### src/rtl/trap_if.sv
// Trap sequencer bus: interrupt sources, CSR enables, exception/mret
// requests and mtvec/mepc come from the pipeline (master). Trap strobe,
// flush, redirect handshake and busy go back to it (slave = sequencer).
//   master: drives requests/CSR state/redirect_ack, observes trap outputs
//   slave : the trap sequencer itself
interface trap_if;
    logic        ext_irq;
    logic        tmr_irq;
    logic        sw_irq;
    logic        csr_rmie;
    logic        csr_meie;
    logic        csr_mtie;
    logic        csr_msie;
    logic        inst_boundary;
    logic        exc_req;
    logic [5:0]  exc_code;
    logic        mret_req;
    logic [29:0] mtvec_base;
    logic        mtvec_mode;
    logic [29:0] mepc;
    logic        redirect_ack;

    logic        trap_take;
    logic [6:0]  trap_cause;
    logic        flush;
    logic        redirect_valid;
    logic [29:0] redirect_pc;
    logic        mret_done;
    logic        busy;

    modport master (
        output ext_irq, tmr_irq, sw_irq, csr_rmie, csr_meie, csr_mtie, csr_msie,
               inst_boundary, exc_req, exc_code, mret_req, mtvec_base, mtvec_mode,
               mepc, redirect_ack,
        input  trap_take, trap_cause, flush, redirect_valid, redirect_pc,
               mret_done, busy
    );

    modport slave (
        input  ext_irq, tmr_irq, sw_irq, csr_rmie, csr_meie, csr_mtie, csr_msie,
               inst_boundary, exc_req, exc_code, mret_req, mtvec_base, mtvec_mode,
               mepc, redirect_ack,
        output trap_take, trap_cause, flush, redirect_valid, redirect_pc,
               mret_done, busy
    );
endinterface

### src/rtl/trap_sequencer.sv
// Machine-mode trap / mret sequencer.
// Arbitrates exception > mret > interrupt in IDLE, strobes trap_take for the
// CSR file, kills the pipeline for FLUSH_CYC cycles, then holds a redirect
// to the fetch unit until it is acknowledged.
// Ports:
//   clk, rst_n : clock, asynchronous active-low reset
//   tif        : trap_if.slave bundle (requests in, trap/flush/redirect out)
module trap_sequencer #(
    parameter int unsigned FLUSH_CYC = 2   // 1..15
) (
    input logic   clk,
    input logic   rst_n,
    trap_if.slave tif
);

    typedef enum logic [1:0] {IDLE, CAPTURE, FLUSH, REDIRECT} state_e;

    // Counter runs FLUSH_CYC-1 .. 0, so flush is high FLUSH_CYC cycles.
    localparam logic [3:0] CNT_LOAD = 4'(FLUSH_CYC - 1);

    state_e      state_q;
    logic [3:0]  cnt_q;
    logic [6:0]  cause_q;
    logic        mret_q;
    logic [29:0] pc_q;
    logic        trap_take_q;
    logic        flush_q;
    logic        redirect_valid_q;
    logic        busy_q;

    logic        ext_en, sw_en, tmr_en, irq_go;
    logic [6:0]  irq_cause;
    logic [29:0] trap_target;

    assign ext_en = tif.ext_irq & tif.csr_meie;
    assign sw_en  = tif.sw_irq  & tif.csr_msie;
    assign tmr_en = tif.tmr_irq & tif.csr_mtie;
    assign irq_go = tif.csr_rmie & tif.inst_boundary & (ext_en | sw_en | tmr_en);

    assign irq_cause = ext_en ? 7'h4B : (sw_en ? 7'h43 : 7'h47);

    // Only interrupts are vectored; the add wraps modulo 2^30.
    assign trap_target = (tif.mtvec_mode && cause_q[6])
                       ? tif.mtvec_base + {24'd0, cause_q[5:0]}
                       : tif.mtvec_base;

    always_ff @(posedge clk or negedge rst_n) begin
        if (!rst_n) begin
            state_q          <= IDLE;
            cnt_q            <= '0;
            cause_q          <= '0;
            mret_q           <= 1'b0;
            pc_q             <= '0;
            trap_take_q      <= 1'b0;
            flush_q          <= 1'b0;
            redirect_valid_q <= 1'b0;
            busy_q           <= 1'b0;
        end else begin
            trap_take_q <= 1'b0;
            case (state_q)
                IDLE: begin
                    if (tif.exc_req) begin
                        cause_q     <= {1'b0, tif.exc_code};
                        mret_q      <= 1'b0;
                        trap_take_q <= 1'b1;
                        busy_q      <= 1'b1;
                        state_q     <= CAPTURE;
                    end else if (tif.mret_req) begin
                        cause_q <= '0;
                        mret_q  <= 1'b1;
                        pc_q    <= tif.mepc;
                        flush_q <= 1'b1;
                        cnt_q   <= CNT_LOAD;
                        busy_q  <= 1'b1;
                        state_q <= FLUSH;
                    end else if (irq_go) begin
                        cause_q     <= irq_cause;
                        mret_q      <= 1'b0;
                        trap_take_q <= 1'b1;
                        busy_q      <= 1'b1;
                        state_q     <= CAPTURE;
                    end
                end
                CAPTURE: begin
                    pc_q    <= trap_target;
                    flush_q <= 1'b1;
                    cnt_q   <= CNT_LOAD;
                    state_q <= FLUSH;
                end
                FLUSH: begin
                    if (cnt_q == 4'd0) begin
                        flush_q          <= 1'b0;
                        redirect_valid_q <= 1'b1;
                        state_q          <= REDIRECT;
                    end else begin
                        cnt_q <= cnt_q - 4'd1;
                    end
                end
                REDIRECT: begin
                    if (tif.redirect_ack) begin
                        redirect_valid_q <= 1'b0;
                        busy_q           <= 1'b0;
                        state_q          <= IDLE;
                    end
                end
                default: state_q <= IDLE;
            endcase
        end
    end

    assign tif.trap_take      = trap_take_q;
    assign tif.trap_cause     = trap_take_q ? cause_q : 7'd0;
    assign tif.flush          = flush_q;
    assign tif.redirect_valid = redirect_valid_q;
    assign tif.redirect_pc    = redirect_valid_q ? pc_q : 30'd0;
    // Pulses in the same cycle the fetch unit acknowledges an mret redirect.
    assign tif.mret_done      = redirect_valid_q & mret_q & tif.redirect_ack;
    assign tif.busy           = busy_q;

endmodule

### src/flat_wrapper.sv
// flat-port wrapper written by rule: the top's interface ports become plain ports
module trap_sequencer_flat 
#(
    parameter int unsigned FLUSH_CYC = 2           
)
  (clk, rst_n, tif_ext_irq, tif_tmr_irq, tif_sw_irq, tif_csr_rmie, tif_csr_meie, tif_csr_mtie, tif_csr_msie, tif_inst_boundary, tif_exc_req, tif_exc_code, tif_mret_req, tif_mtvec_base, tif_mtvec_mode, tif_mepc, tif_redirect_ack, tif_trap_take, tif_trap_cause, tif_flush, tif_redirect_valid, tif_redirect_pc, tif_mret_done, tif_busy);
  trap_if tif_i ();
  input logic clk;
  input logic rst_n;
  input wire logic [$bits(tif_i.ext_irq)-1:0] tif_ext_irq;
  input wire logic [$bits(tif_i.tmr_irq)-1:0] tif_tmr_irq;
  input wire logic [$bits(tif_i.sw_irq)-1:0] tif_sw_irq;
  input wire logic [$bits(tif_i.csr_rmie)-1:0] tif_csr_rmie;
  input wire logic [$bits(tif_i.csr_meie)-1:0] tif_csr_meie;
  input wire logic [$bits(tif_i.csr_mtie)-1:0] tif_csr_mtie;
  input wire logic [$bits(tif_i.csr_msie)-1:0] tif_csr_msie;
  input wire logic [$bits(tif_i.inst_boundary)-1:0] tif_inst_boundary;
  input wire logic [$bits(tif_i.exc_req)-1:0] tif_exc_req;
  input wire logic [$bits(tif_i.exc_code)-1:0] tif_exc_code;
  input wire logic [$bits(tif_i.mret_req)-1:0] tif_mret_req;
  input wire logic [$bits(tif_i.mtvec_base)-1:0] tif_mtvec_base;
  input wire logic [$bits(tif_i.mtvec_mode)-1:0] tif_mtvec_mode;
  input wire logic [$bits(tif_i.mepc)-1:0] tif_mepc;
  input wire logic [$bits(tif_i.redirect_ack)-1:0] tif_redirect_ack;
  output wire logic [$bits(tif_i.trap_take)-1:0] tif_trap_take;
  output wire logic [$bits(tif_i.trap_cause)-1:0] tif_trap_cause;
  output wire logic [$bits(tif_i.flush)-1:0] tif_flush;
  output wire logic [$bits(tif_i.redirect_valid)-1:0] tif_redirect_valid;
  output wire logic [$bits(tif_i.redirect_pc)-1:0] tif_redirect_pc;
  output wire logic [$bits(tif_i.mret_done)-1:0] tif_mret_done;
  output wire logic [$bits(tif_i.busy)-1:0] tif_busy;
  assign tif_i.ext_irq = tif_ext_irq;
  assign tif_i.tmr_irq = tif_tmr_irq;
  assign tif_i.sw_irq = tif_sw_irq;
  assign tif_i.csr_rmie = tif_csr_rmie;
  assign tif_i.csr_meie = tif_csr_meie;
  assign tif_i.csr_mtie = tif_csr_mtie;
  assign tif_i.csr_msie = tif_csr_msie;
  assign tif_i.inst_boundary = tif_inst_boundary;
  assign tif_i.exc_req = tif_exc_req;
  assign tif_i.exc_code = tif_exc_code;
  assign tif_i.mret_req = tif_mret_req;
  assign tif_i.mtvec_base = tif_mtvec_base;
  assign tif_i.mtvec_mode = tif_mtvec_mode;
  assign tif_i.mepc = tif_mepc;
  assign tif_i.redirect_ack = tif_redirect_ack;
  assign tif_trap_take = tif_i.trap_take;
  assign tif_trap_cause = tif_i.trap_cause;
  assign tif_flush = tif_i.flush;
  assign tif_redirect_valid = tif_i.redirect_valid;
  assign tif_redirect_pc = tif_i.redirect_pc;
  assign tif_mret_done = tif_i.mret_done;
  assign tif_busy = tif_i.busy;
  trap_sequencer #(.FLUSH_CYC(FLUSH_CYC)) u_core (.clk(clk), .rst_n(rst_n), .tif(tif_i));
endmodule
### config.mk
export PLATFORM = sky130hd
export DESIGN_NAME = trap_sequencer_flat
export DESIGN_NICKNAME = d
export VERILOG_FILES = /design/src/rtl/trap_if.sv /design/src/rtl/trap_sequencer.sv /design/src/flat_wrapper.sv
export SDC_FILE = /design/constraint.sdc
export NUM_CORES = 1
export LEC_CHECK = 0
export CORE_UTILIZATION = 50
export DETAILED_ROUTE_END_ITERATION = 8
export PLACE_DENSITY = 0.87
export SYNTH_ARGS = -nofsm -noshare
export SYNTH_HDL_FRONTEND = slang
export SYNTH_SLANG_ARGS = --single-unit
### constraint.sdc
create_clock -name clk -period 4 [get_ports clk]
set_input_delay 0.8 -clock clk [delete_from_list [all_inputs] [get_ports clk]]
set_output_delay 0.8 -clock clk [all_outputs]
set_load 0.01 [all_outputs]
==> Word level (Yosys, flattened, before mapping) <==
Cells that the tools add are included.
{ "word_totals": {"output_inout_bits": 42, "rom_bits": 0, "latch_bits": 0, "inputBits": 80, "mem_count": 0, "word_cells": 83, "ff_bits": 48, "ram_bits": 0} }
{ "classes": {"add_sub_neg": 2, "bitwise_logic": 9, "n_div": 0, "muxes": 39, "multipliers": 0, "eq_ne": 9, "reduce_logical": 15, "magnitude_cmp": 0, "shifts": 0} }
{ "ops": {"columns": ["operator", "count"], "rows": [
  ["2-to-1 mux 30 bit", 4],
  ["case mux 30 bit (2 select lines)", 1],
  ["2-to-1 mux 7 bit", 5],
  ["adder 30 x 6 -> 30 bit", 1],
  ["2-to-1 mux 1 bit", 15],
  ["2-to-1 mux 4 bit", 3],
  ["case mux 4 bit (3 select lines)", 1],
  ["AND reduction 3 bit", 4],
  ["2-to-1 mux 2 bit", 5],
  ["inequality test 2 bit, second input constant", 4],
  ["case mux 2 bit (4 select lines)", 1],
  ["AND reduction 4 bit", 2],
  ["bitwise AND 1 bit", 7],
  ["nonzero test 2 bit", 3],
  ["nonzero test 3 bit", 2],
  ["equality test 2 bit, second input constant", 2],
  ["logical NOT 4 bit", 1],
  ["inequality test 4 x 3 -> 1 bit, second input constant", 1],
  ["case mux 1 bit (2 select lines)", 2],
  ["subtractor 4 x 1 -> 4 bit, second input constant", 1],
  ["2-to-1 mux 3 bit", 1],
  ["case mux 1 bit (3 select lines)", 1],
  ["equality test 2 x 1 -> 1 bit, second input constant", 1],
  ["logical NOT 2 bit", 1],
  ["other kinds (4)", 5]
]} }

==> Depth between registers and ports, before layout <==
Gate-level depths: netlist (run 1).
{ "depth": {"depth_word": 8, "mapped_depth": 8, "depth_no_buf": 7} }

==> Worst setup path after synthesis (run 1) <==
Ideal clock, no wire load.
{ "synth_path": {"path_kind": "in2reg", "from": "input port tif_mtvec_base[0]", "to": "register u_core.pc_q[6]", "stages": 8, "path_buffers": 1, "t_required_ns": 3.936, "path_slack_ns": 1.275, "setup_time_ns": 0.064, "t_arrival_ns": 2.661, "path_cell_list": "ha_1 > fa_1 > a21o_2 > a221oi_4 > buf_2 > o21ai_0 > a311oi_1 > a21o_1"} }
{ "synth_between": {"elab_chain_cells": 3} }
{ "synth_lines": {"columns": ["element", "line_no", "text"], "rows": [
  ["from (decl)", "flat_wrapper.sv:21", "input wire logic [$bits(tif_i.mtvec_base)-1:0] tif_mtvec_base;"],
  ["adder 30 x 6 -> 30 bit", "trap_sequencer.sv:44", "? tif.mtvec_base + {24'd0, cause_q[5:0]}"],
  ["2-to-1 mux 30 bit", "trap_sequencer.sv:44", null],
  ["case mux 30 bit (2 select lines)", "trap_sequencer.sv:60", "case (state_q)"],
  ["to (signal assigned)", "trap_sequencer.sv:71", "pc_q <= tif.mepc;"],
  ["to (signal assigned)", "trap_sequencer.sv:85", "pc_q <= trap_target;"],
  ["to (decl)", "trap_sequencer.sv:25", "logic [29:0] pc_q;"]
]} }
No other way between the ends.
A chain may end at the register's enable or synchronous reset.

==> Worst setup path in the final report (run 1) <==
Same ends and word-level chain as after synthesis.

==> flow_summary_export.csv, run 1 <==
group,metric,value,unit
outcome,status,"completed",
clock_tree,ctsHtreeMaxLevel,2,
clock_tree,cts_buffers,5,
logic_synthesis,synth_edf_count,0,
power_and_ir_drop,vdd.ir_drop.worst,0.3948,mV
clock_tree,clkLatencyLatePin,300,ps
route,drt_iter0_drc,142,
placement,post-place-cells,600,
route,dr.pass1.iters,4,
die,die_h,85.86,µm
flow_run,drv_cap,0,
route,totalWireLength,9252,µm
sta,grt_setup_unrepaired,"no",
die,rows,30,
power_and_ir_drop,p_leak,1.904,nW
logic_synthesis,synthSimpleGateAreaFrac,28.86,%
route,avgRoutedWirePerCell,15.22,µm
power_and_ir_drop,cellPowerDensity,653.8,mW/mm²
sta,fin_crit,3191,ps
sta,worstMarginPinSlew,1083,ps
critical_path,start_kind,"primary input",
logic_synthesis,synthMuxAreaShare,1.744,%
cells_and_area,num_antenna_cells,0,
global_routing,grt_pass1_wl,15430,µm
logic_synthesis,synth_top_family_by_area,"simple AND/OR/NAND/NOR gates",
cells_and_area,nNetsFinal,603,
logic_synthesis,yosysWarnings,0,
critical_path,end_kind,"register",
logic_synthesis,yosysTopAreaCellShare,34.16,%
clock_tree,cts_tree,"yes",
critical_path,crit_fanout,14,
global_routing,grt_max_degree,49,
logic_synthesis,yosysMostFrequentCell,"dfrtp_1",
route,via_per_inst,5.597,
placement,globalplace.congestion,0.8618,
global_routing,grt_pass1_vias,3347,
logic_synthesis,synthAdderAreaFrac,4.484,%
logic_synthesis,yosys.area.top_type,"dfrtp_1",
cells_and_area,syn_to_final_growth,38.08,%
route,antenna_left,0,
logic_synthesis,synth_common_cells,"48 x dfrtp_1, 38 x and2_1, 35 x o21ai_0",
logic_synthesis,synth.net_count,496,
clock_tree,clockBufferDepth,2,
hold_path,hold_path_class,"register to register",
route,drc,0,
sta,clock_skew,4.453,ps
power_and_ir_drop,power.total,0.003174,W
clock_tree,post-cts-setup-buffer-count,0,
sta,setup_violations,0,
die,core,0.006794,mm²
global_routing,grt_overflow,0,
logic_synthesis,synth_seq_cells,48,
logic_synthesis,syn_avg_cell_area,8.703,µm²
cells_and_area,drive_above_1_share,6.250,%
logic_synthesis,ys.flop_type,"dfrtp_1",
sta,fin_setup_tns,0,ps
logic_synthesis,synthArstFlopShare,100.0,%
critical_path,crit_required,4250,ps
sta,slew_violations,0,
placement,port_buffers,121,
critical_path,crit_type,"primary input to register",
die,die_area,0.007371,mm²
critical_path,cp.arrival,3440,ps
logic_synthesis,synth_xor_area_share,5.730,%
cells_and_area,layout.cells.non_filler,608,
cells_and_area,postLayoutCoreUtil,71.45,%
route,dr_total_vias,3403,
logic_synthesis,synth_area_leaders,"dfrtp_1 34%, and2_1 6.8%, o21ai_0 5.0%",
placement,place_hpwl,7016,µm
clock_tree,cts_hold_buf,0,
die,initial_core_util,51.75,%
global_routing,antenna_found_initial,0,
logic_synthesis,syn_inst,404,
clock_tree,cts_root_buffer,"clkbuf_8",
global_routing,track_usage,25.78,%
sta,hold_violations,0,
logic_synthesis,synth_area,0.003516,mm²
die,die_w,85.86,µm
logic_synthesis,ys_seq_area_share,34.16,%
sta,fmax,313.4,MHz
sta,post-route-period-util,79.77,%
sta,slew-limit-headroom,27.77,%
clock_tree,cts_resized,0,
die,io_pins,122,
clock_tree,cts_sinks,48,
clock_tree,path_clk_slew,90,ps
logic_synthesis,synth_compound_area_share,20.46,%
logic_synthesis,yosysUniqueCellTypes,58,
cell families (layout without fill, tap and decap cells):
group,after synthesis,after routing
AO/OA/AOI/OAI,113,113
XOR/XNOR,23,23
adder cells (fa/ha/maj),12,12
buffers and inverters,34,142
flip-flops,48,48
multiplexers,6,6
AND/OR/NAND/NOR,168,168
worst max-delay path, stage by stage:
cell             delay (ps)
clkdlybuf4s50_1         430
ha_1                    240
fa_1                    420
a21o_2                  260
a221oi_4                680
o21ai_0                 210
a311oi_1                300
a21o_1                  110
area by class of cell:
| class | instances | area, µm² |
|---|---|---|
| Clock buffer | 6 | 82.58 |
| Timing Repair Buffer | 125 | 1236 |
| Multi-Input combinational cell | 322 | 2171 |
| Clock inverter | 2 | 10.01 |
| Tap cell | 96 | 120.1 |
| Inverter | 9 | 33.78 |
| Sequential cell | 48 | 1201 |
| Fill cell | 529 | 1939 |
layout by cell type, fill, tap and decap left out, types with 12 or more instances in the layout:
cell / instances
nand2_1: 31
nor3b_1: 23
a21oi_1: 31
nor2_1: 14
xor2_1: 12
o21ai_0: 35
dfrtp_1: 48
and2_1: 38
clkdlybuf4s50_1: 120
sequential cells by signal, summed over array words and instances, names as in the netlist:
register / flops
u_core.tif.busy: 1
u_core.pc_q: 30
u_core.cause_q: 7
u_core.state_q: 2
u_core.tif.trap_take: 1
u_core.tif.flush: 1
u_core.mret_q: 1
u_core.tif.redirect_valid: 1
u_core.cnt_q: 4
routing by layer:
layer	part of all wire, %	GRT usage, %	up-vias	routed length (µm)
li1	-	-	1677	-
met1	44	33.48	1590	4099
met2	49	45.45	121	4505
met3	5.6	4.331	15	521
met4	1.4	5.152	0	127
met5	0	0	-	0
power breakdown:
part           total [W]  switching (W)  leakage (nW)  internal [W]
registers       0.000905       0.000177         0.577      0.000728
clock network   0.000306       0.000167        0.0510      0.000138
logic            0.00196       0.000988          1.28      0.000976
total            0.00317        0.00133          1.90       0.00184
through the flow:
stage,hold WS [ps],setup slack (ps),instance area (µm²)
finish,484.6,809.3,4855
global route,508.9,667.5,4855
detailed placement,462.8,517.0,4762
global placement,455.1,615.6,4762
floorplan,439.4,1275,3516
CTS,483.6,823.1,4855
final timing paths:
kind | start | endpoint | slack, ps | cells after the start
worst max-delay path | tif_mtvec_base[0] | u_core.pc_q[6]$_DFFE_PN0P_ | 810 | 8
worst max register to register | u_core.cause_q[0]$_DFFE_PN0P_ | u_core.pc_q[6]$_DFFE_PN0P_ | 1340 | 7
worst min-delay path | u_core.pc_q[8]$_DFFE_PN0P_ | u_core.pc_q[8]$_DFFE_PN0P_ | 480 | 1
max in group asynchronous | rst_n | u_core.pc_q[3]$_DFFE_PN0P_ | 2640 | 1
worst min register to register | u_core.pc_q[8]$_DFFE_PN0P_ | u_core.pc_q[8]$_DFFE_PN0P_ | 480 | 1
min in group asynchronous | rst_n | u_core.cnt_q[1]$_DFFE_PN0P_ | 680 | 1
Power figures use the tool's default switching activity.
==> inputs of run 2 (changes only) <==
--- a/config.mk
+++ b/config.mk
@@ -5,9 +5,9 @@
 export SDC_FILE = /design/constraint.sdc
 export NUM_CORES = 1
 export LEC_CHECK = 0
-export CORE_UTILIZATION = 50
+export CORE_UTILIZATION = 42
 export DETAILED_ROUTE_END_ITERATION = 8
-export PLACE_DENSITY = 0.87
+export PLACE_DENSITY = 0.78
 export SYNTH_ARGS = -nofsm -noshare
 export SYNTH_HDL_FRONTEND = slang
 export SYNTH_SLANG_ARGS = --single-unit
==> constraint.sdc (replaced) <==
create_clock -name clk -period 2.6 [get_ports clk]
set_input_delay 0.52 -clock clk [delete_from_list [all_inputs] [get_ports clk]]
set_output_delay 0.52 -clock clk [all_outputs]
set_load 0.01 [all_outputs]
==> flow_summary_export.csv, run 2 (synthesized netlist as in run 1, its figures left out) <==
group,metric,value,unit
outcome,status,"completed",
clock_tree,cts_root_buffer,"clkbuf_8",
die,core,0.008175,mm²
sta,clock_skew,8.370,ps
clock_tree,clockBufferDepth,2,
die,rows,33,
cells_and_area,layout.area.seq,0.001201,mm²
critical_path,crit_required,2800,ps
global_routing,grt_pass1_vias,3506,
flow_run,drv_cap,0,
placement,place_area,0.004962,mm²
route,totalWireLength,10120,µm
power_and_ir_drop,vdd.ir_drop.worst,0.5870,mV
power_and_ir_drop,switching_power,0.002120,W
die,die_w,93.50,µm
critical_path,crit_fanout,6,
cells_and_area,num_antenna_cells,0,
clock_tree,path_clk_slew,90,ps
die,io_pins,122,
global_routing,track_usage,23.30,%
placement,globalplace.congestion,0.8696,
route,avgRoutedWirePerCell,15.71,µm
global_routing,use_met1,29.38,%
sta,hold_violations,0,
critical_path,cp.arrival,2690,ps
power_and_ir_drop,cellPowerDensity,1014,mW/mm²
critical_path,critPathMaxStageDelay,430,ps
cells_and_area,nFillCells,702,
cells_and_area,final_common_cell,"clkdlybuf4s50_1",
sta,slew_violations,0,
cells_and_area,syn_to_final_growth,45.44,%
cells_and_area,layout.cells.non_filler,644,
clock_tree,cts_sinks,48,
power_and_ir_drop,p_leak,2.044,nW
clock_tree,cts_hold_buf,0,
global_routing,antenna_found_initial,0,
cells_and_area,top_regs,"u_core.pc_q (30), u_core.cause_q (7), u_core.cnt_q (4)",
placement,post-place-cells,633,
global_routing,grt_util_met3,3.333,%
route,dr_total_vias,3579,
sta,fmax,402.2,MHz
die,initial_core_util,43.01,%
cells_and_area,nNetsFinal,630,
power_and_ir_drop,p_int,0.003066,W
die,die_h,93.50,µm
clock_tree,cts_tree,"yes",
critical_path,crit_type,"primary input to register",
critical_path,end_kind,"register",
power_and_ir_drop,seq_power_share,26.0,%
power_and_ir_drop,power_frac_clock,8.9,%
sta,setup_violations,0,
global_routing,use_met2,41.67,%
global_routing,grt_pass1_wl,16240,µm
clock_tree,clkLatencyLatePin,310,ps
clock_tree,cts_buffers,5,
route,via_per_inst,5.557,
cells_and_area,final_cell_mix,"120 x clkdlybuf4s50_1, 48 x dfrtp_1, 38 x and2_1, 35 x o21ai_0",
cells_and_area,multi_input_area,0.002172,mm²
route,drt_iter0_drc,145,
critical_path,path_delay_family,"buffers and inverters",
sta,fin_setup_tns,0,ps
sta,fin_crit,2487,ps
critical_path,path_cells,"clkdlybuf4s50_1 -> ha_2 -> fa_2 -> a21o_2 -> a221oi_4 -> buf_6 -> clkbuf_16 -> nor3_1 -> xnor2_1 -> o21ai_1",
cells_and_area,drive_above_1_share,10.76,%
cells_and_area,final_area,0.005114,mm²
sta,slew-limit-headroom,59.56,%
power_and_ir_drop,p_comb_share,65.0,%
cells_and_area,largest_reg_flops,30,
critical_path,slowest_stage,"clkdlybuf4s50_1",
sta,grt_setup_unrepaired,"no",
route,drc,0,
critical_path,path_buf_inv,3,
cells_and_area,top_register,"u_core.pc_q",
power_and_ir_drop,swShare,40.88,%
route,antenna_left,0,
critical_path,start_kind,"primary input",
global_routing,top_usage_layer,"met2",
die,die_area,0.008741,mm²
clock_tree,ctsHtreeMaxLevel,2,
route,dr.pass1.iters,4,
hold_path,hold_path_class,"primary input to async pin",
sta,post-route-period-util,95.64,%
sta,worstMarginPinSlew,602.6,ps
global_routing,grt_overflow,0,
placement,place_hpwl,7735,µm
global_routing,grt_max_degree,33,
placement,port_buffers,121,
==> run 2: changes by cell type in the layout (fill, tap and decap cells not counted) <==
| cell | change |
|---|---|
| clkbuf_16 | +1 |
| buf_6 | +1 |
| buf_12 | +2 |
| buf_4 | +23 |
| ha_1 | -1 |
| ha_2 | +1 |
| clkbuf_1 | +2 |
| o21ai_1 | +1 |
| o21ai_2 | -1 |
| clkinv_2 | -2 |
| fa_2 | +1 |
| fa_1 | -1 |
==> run 2: worst register-to-register path, stage by stage (launching register included) <==
cell and delay, ps:
dfrtp_1 420, ha_2 200, fa_2 340, a21o_2 250, a221oi_4 340, buf_6 160, clkbuf_16 130, nor3_1 70
xnor2_1 170, o21ai_1 80
==> run 2: routing by layer <==
layer	vias up	routed length, µm
met5	-	0
met2	119	5019
met3	14	670
met4	0	169
met1	1717	4261
li1	1729	-
==> run 2: cell type report <==
type                    count  area share (%)
clock buffers               8           1.762
inverters                   9          0.6606
multi-input cells         322           42.48
flip-flops and latches     48           23.49
well taps                 105           2.569
repair buffers            152           29.04
==> run 2: metrics by stage <==
step	worst slack [ps]	util, %	total power [W]	hold WS [ps]
2_1_floorplan	155.4	-	0.003202	224.4
3_3_place_gp	-166.9	60.70	0.004510	455.8
3_5_place_dp	-232.3	60.70	0.004630	462.9
4_1_cts	81.24	61.80	0.005104	154.8
5_1_grt	19.11	62.55	0.005618	181.5
6_report	113.4	62.55	0.005186	149.3
==> run 2: path summary, 6_finish.rpt <==
path,start,end,slack (ps),cells after the start
max,tif_mtvec_base[0],u_core.pc_q[24]$_DFFE_PN0P_,110,10
min,rst_n,u_core.pc_q[29]$_DFFE_PN0P_,150,1
max reg2reg,u_core.cause_q[0]$_DFFE_PN0P_,u_core.pc_q[24]$_DFFE_PN0P_,360,9
min reg2reg,u_core.pc_q[3]$_DFFE_PN0P_,u_core.pc_q[3]$_DFFE_PN0P_,480,2
max in group asynchronous,rst_n,u_core.pc_q[23]$_DFFE_PN0P_,1830,2
min in group clk,u_core.pc_q[3]$_DFFE_PN0P_,u_core.pc_q[3]$_DFFE_PN0P_,480,2
==> run 2: timing repair <==
action | 4_1_cts | 5_1_grt
endpoints found under the setup margin | 0 | 1
gates resized for setup | 0 | 3
buffers inserted | 0 | 2
==> run 2: power groups by stage <==
stage | Sequential (W) | Clock, W | Combinational, W
6_report | 0.00135 | 0.000464 | 0.00337
5_1_grt | 0.00140 | 0.000498 | 0.00372
4_1_cts | 0.00134 | 0.000475 | 0.00329
3_5_place_dp | 0.00136 | 0 | 0.00327
3_3_place_gp | 0.00133 | 0 | 0.00318
2_1_floorplan | 0.00130 | 0 | 0.00190
==> inputs of run 3 (changes only) <==
--- a/config.mk
+++ b/config.mk
@@ -5,9 +5,11 @@
 export SDC_FILE = /design/constraint.sdc
 export NUM_CORES = 1
 export LEC_CHECK = 0
-export CORE_UTILIZATION = 42
+export CORE_UTILIZATION = 43
+export CTS_BUF_LIST = sky130_fd_sc_hd__clkbuf_8
 export DETAILED_ROUTE_END_ITERATION = 8
-export PLACE_DENSITY = 0.78
+export PLACE_DENSITY = 0.8
 export SYNTH_ARGS = -nofsm -noshare
 export SYNTH_HDL_FRONTEND = slang
 export SYNTH_SLANG_ARGS = --single-unit
+export TNS_END_PERCENT = 10
==> flow_summary_export.csv, run 3 (synthesized netlist as in run 1, its figures left out) <==
group,metric,value,unit
outcome,status,"completed",
critical_path,slowest_stage,"clkdlybuf4s50_1",
critical_path,path_cells,"clkdlybuf4s50_1 -> ha_1 -> fa_2 -> a21o_2 -> a221oi_4 -> buf_12 -> buf_4 -> nor2_1 -> mux2i_1 -> nand3_1",
cells_and_area,syn_to_final_growth,45.09,%
sta,worstMarginPinSlew,572.1,ps
global_routing,grt_max_degree,60,
sta,slew-limit-headroom,61.60,%
sta,post-route-period-util,95.62,%
die,initial_core_util,45.03,%
die,rows,32,
clock_tree,cts_sinks,48,
clock_tree,cts_root_buffer,"clkbuf_8",
route,totalWireLength,10130,µm
clock_tree,cts_tree,"yes",
global_routing,antenna_found_initial,0,
die,io_pins,122,
power_and_ir_drop,power.total,0.005141,W
cells_and_area,final_common_cell,"clkdlybuf4s50_1",
critical_path,end_kind,"register",
route,avgRoutedWirePerCell,15.80,µm
global_routing,grt_overflow,0,
cells_and_area,final_cell_mix,"120 x clkdlybuf4s50_1, 48 x dfrtp_1, 38 x and2_1, 35 x o21ai_0",
cells_and_area,top_register,"u_core.pc_q",
die,die_area,0.008542,mm²
route,drt_iter0_drc,199,
placement,globalplace.congestion,0.8719,
route,dr_total_vias,3581,
power_and_ir_drop,cellPowerDensity,1008,mW/mm²
sta,hold_violations,0,
sta,clock_skew,2.792,ps
critical_path,start_kind,"primary input",
placement,place_hpwl,7530,µm
global_routing,track_usage,23.65,%
cells_and_area,top_regs,"u_core.pc_q (30), u_core.cause_q (7), u_core.cnt_q (4)",
route,dr.pass1.iters,4,
route,antenna_left,0,
sta,slew_violations,0,
clock_tree,path_clk_slew,90,ps
power_and_ir_drop,vdd.ir_drop.worst,0.5974,mV
critical_path,crit_fanout,10,
global_routing,use_met2,41.85,%
placement,post-place-cells,629,
placement,place_area,0.004976,mm²
critical_path,crit_required,2780,ps
clock_tree,cts_buffers,5,
critical_path,critPathMaxStageDelay,430,ps
flow_run,drv_cap,0,
sta,fmax,402.2,MHz
global_routing,grt_pass1_vias,3485,
clock_tree,ctsHtreeMaxLevel,2,
placement,port_buffers,121,
cells_and_area,drive_above_1_share,10.39,%
sta,fin_crit,2486,ps
hold_path,hold_path_class,"register to register",
route,drc,0,
clock_tree,clockBufferDepth,2,
global_routing,grt_util_met3,3.941,%
cells_and_area,final_area,0.005101,mm²
cells_and_area,layout.cells.non_filler,641,
route,via_per_inst,5.587,
critical_path,crit_type,"primary input to register",
cells_and_area,nNetsFinal,630,
die,core,0.007807,mm²
sta,setup_violations,0,
cells_and_area,nFillCells,659,
sta,fin_setup_tns,0,ps
global_routing,grt_pass1_wl,16190,µm
global_routing,top_usage_layer,"met2",
die,die_w,92.43,µm
die,die_h,92.43,µm
sta,fin_hold_ws,488.3,ps
cells_and_area,largest_reg_flops,30,
global_routing,use_met1,29.68,%
power_and_ir_drop,p_leak,2.047,nW
clock_tree,clkLatencyLatePin,290,ps
critical_path,cp.arrival,2670,ps
cells_and_area,num_antenna_cells,0,
run 3: cell count changes in the layout (fill, tap and decap cells not counted), sizes merged:
cell / delta
clkbuf: -3
dlygate4sd3: +1
inv: +2
run 3: metrics by stage:
step | worst slack [ps] | util (%)
floorplan | 155.4 | -
global placement | -164.4 | 63.73
detailed placement | -258.3 | 63.73
CTS | 49.55 | 65.02
global route | -1.600 | 65.34
finish | 113.9 | 65.34
run 3: per-layer routing:
layer	share of wire (%)	wire, µm	vias to the layer above
met5	0	0	-
met4	1.4	140	0
met3	5.4	547	12
met2	49	4989	124
met1	44	4450	1717
li1	-	-	1728
run 3: cell type report:
class | count | area (µm²) | share of cell area [%]
inverters | 9 | 33.78 | 0.6623
well taps | 102 | 127.6 | 2.502
flip-flops and latches | 48 | 1201 | 23.55
clock buffers | 6 | 82.58 | 1.619
clock inverters | 2 | 7.507 | 0.1472
multi-input cells | 322 | 2170 | 42.53
repair buffers | 152 | 1479 | 28.99
run 3: critical path: cells and delay by family:
family / cells / cell delay (ps)
multiplexers: 1 / 150
AND/OR/NAND/NOR: 2 / 140
AO/OA/AOI/OAI: 2 / 540
buffers and inverters: 3 / 710
adder cells (fa/ha/maj): 2 / 600
run 3: worst paths after layout:
check	start	end	slack, ps	depth (start not counted)
worst max register to register	u_core.cause_q[0]$_DFFE_PN0P_	u_core.pc_q[28]$_DFFE_PN0P_	370	9
worst min-delay path	u_core.pc_q[1]$_DFFE_PN0P_	u_core.pc_q[1]$_DFFE_PN0P_	490	2
max in group asynchronous	rst_n	u_core.pc_q[16]$_DFFE_PN0P_	1620	3
min in group asynchronous	rst_n	u_core.tif.flush$_DFFE_PN0P_	540	2
worst min register to register	u_core.pc_q[1]$_DFFE_PN0P_	u_core.pc_q[1]$_DFFE_PN0P_	490	2
worst max-delay path	tif_mtvec_base[0]	u_core.pc_q[28]$_DFFE_PN0P_	110	10
run 3: what timing repair did:
action	CTS	global route
resized for setup	0	1
hold buffers	1	0
buffers inserted	0	3
endpoints found under the hold margin	1	0
endpoints found under the setup margin	0	2
run 3: power breakdown:
group          internal [W]  switching (W)
sequential          0.00112       0.000252
clock              0.000210       0.000250
combinational       0.00167        0.00163
total               0.00301        0.00213
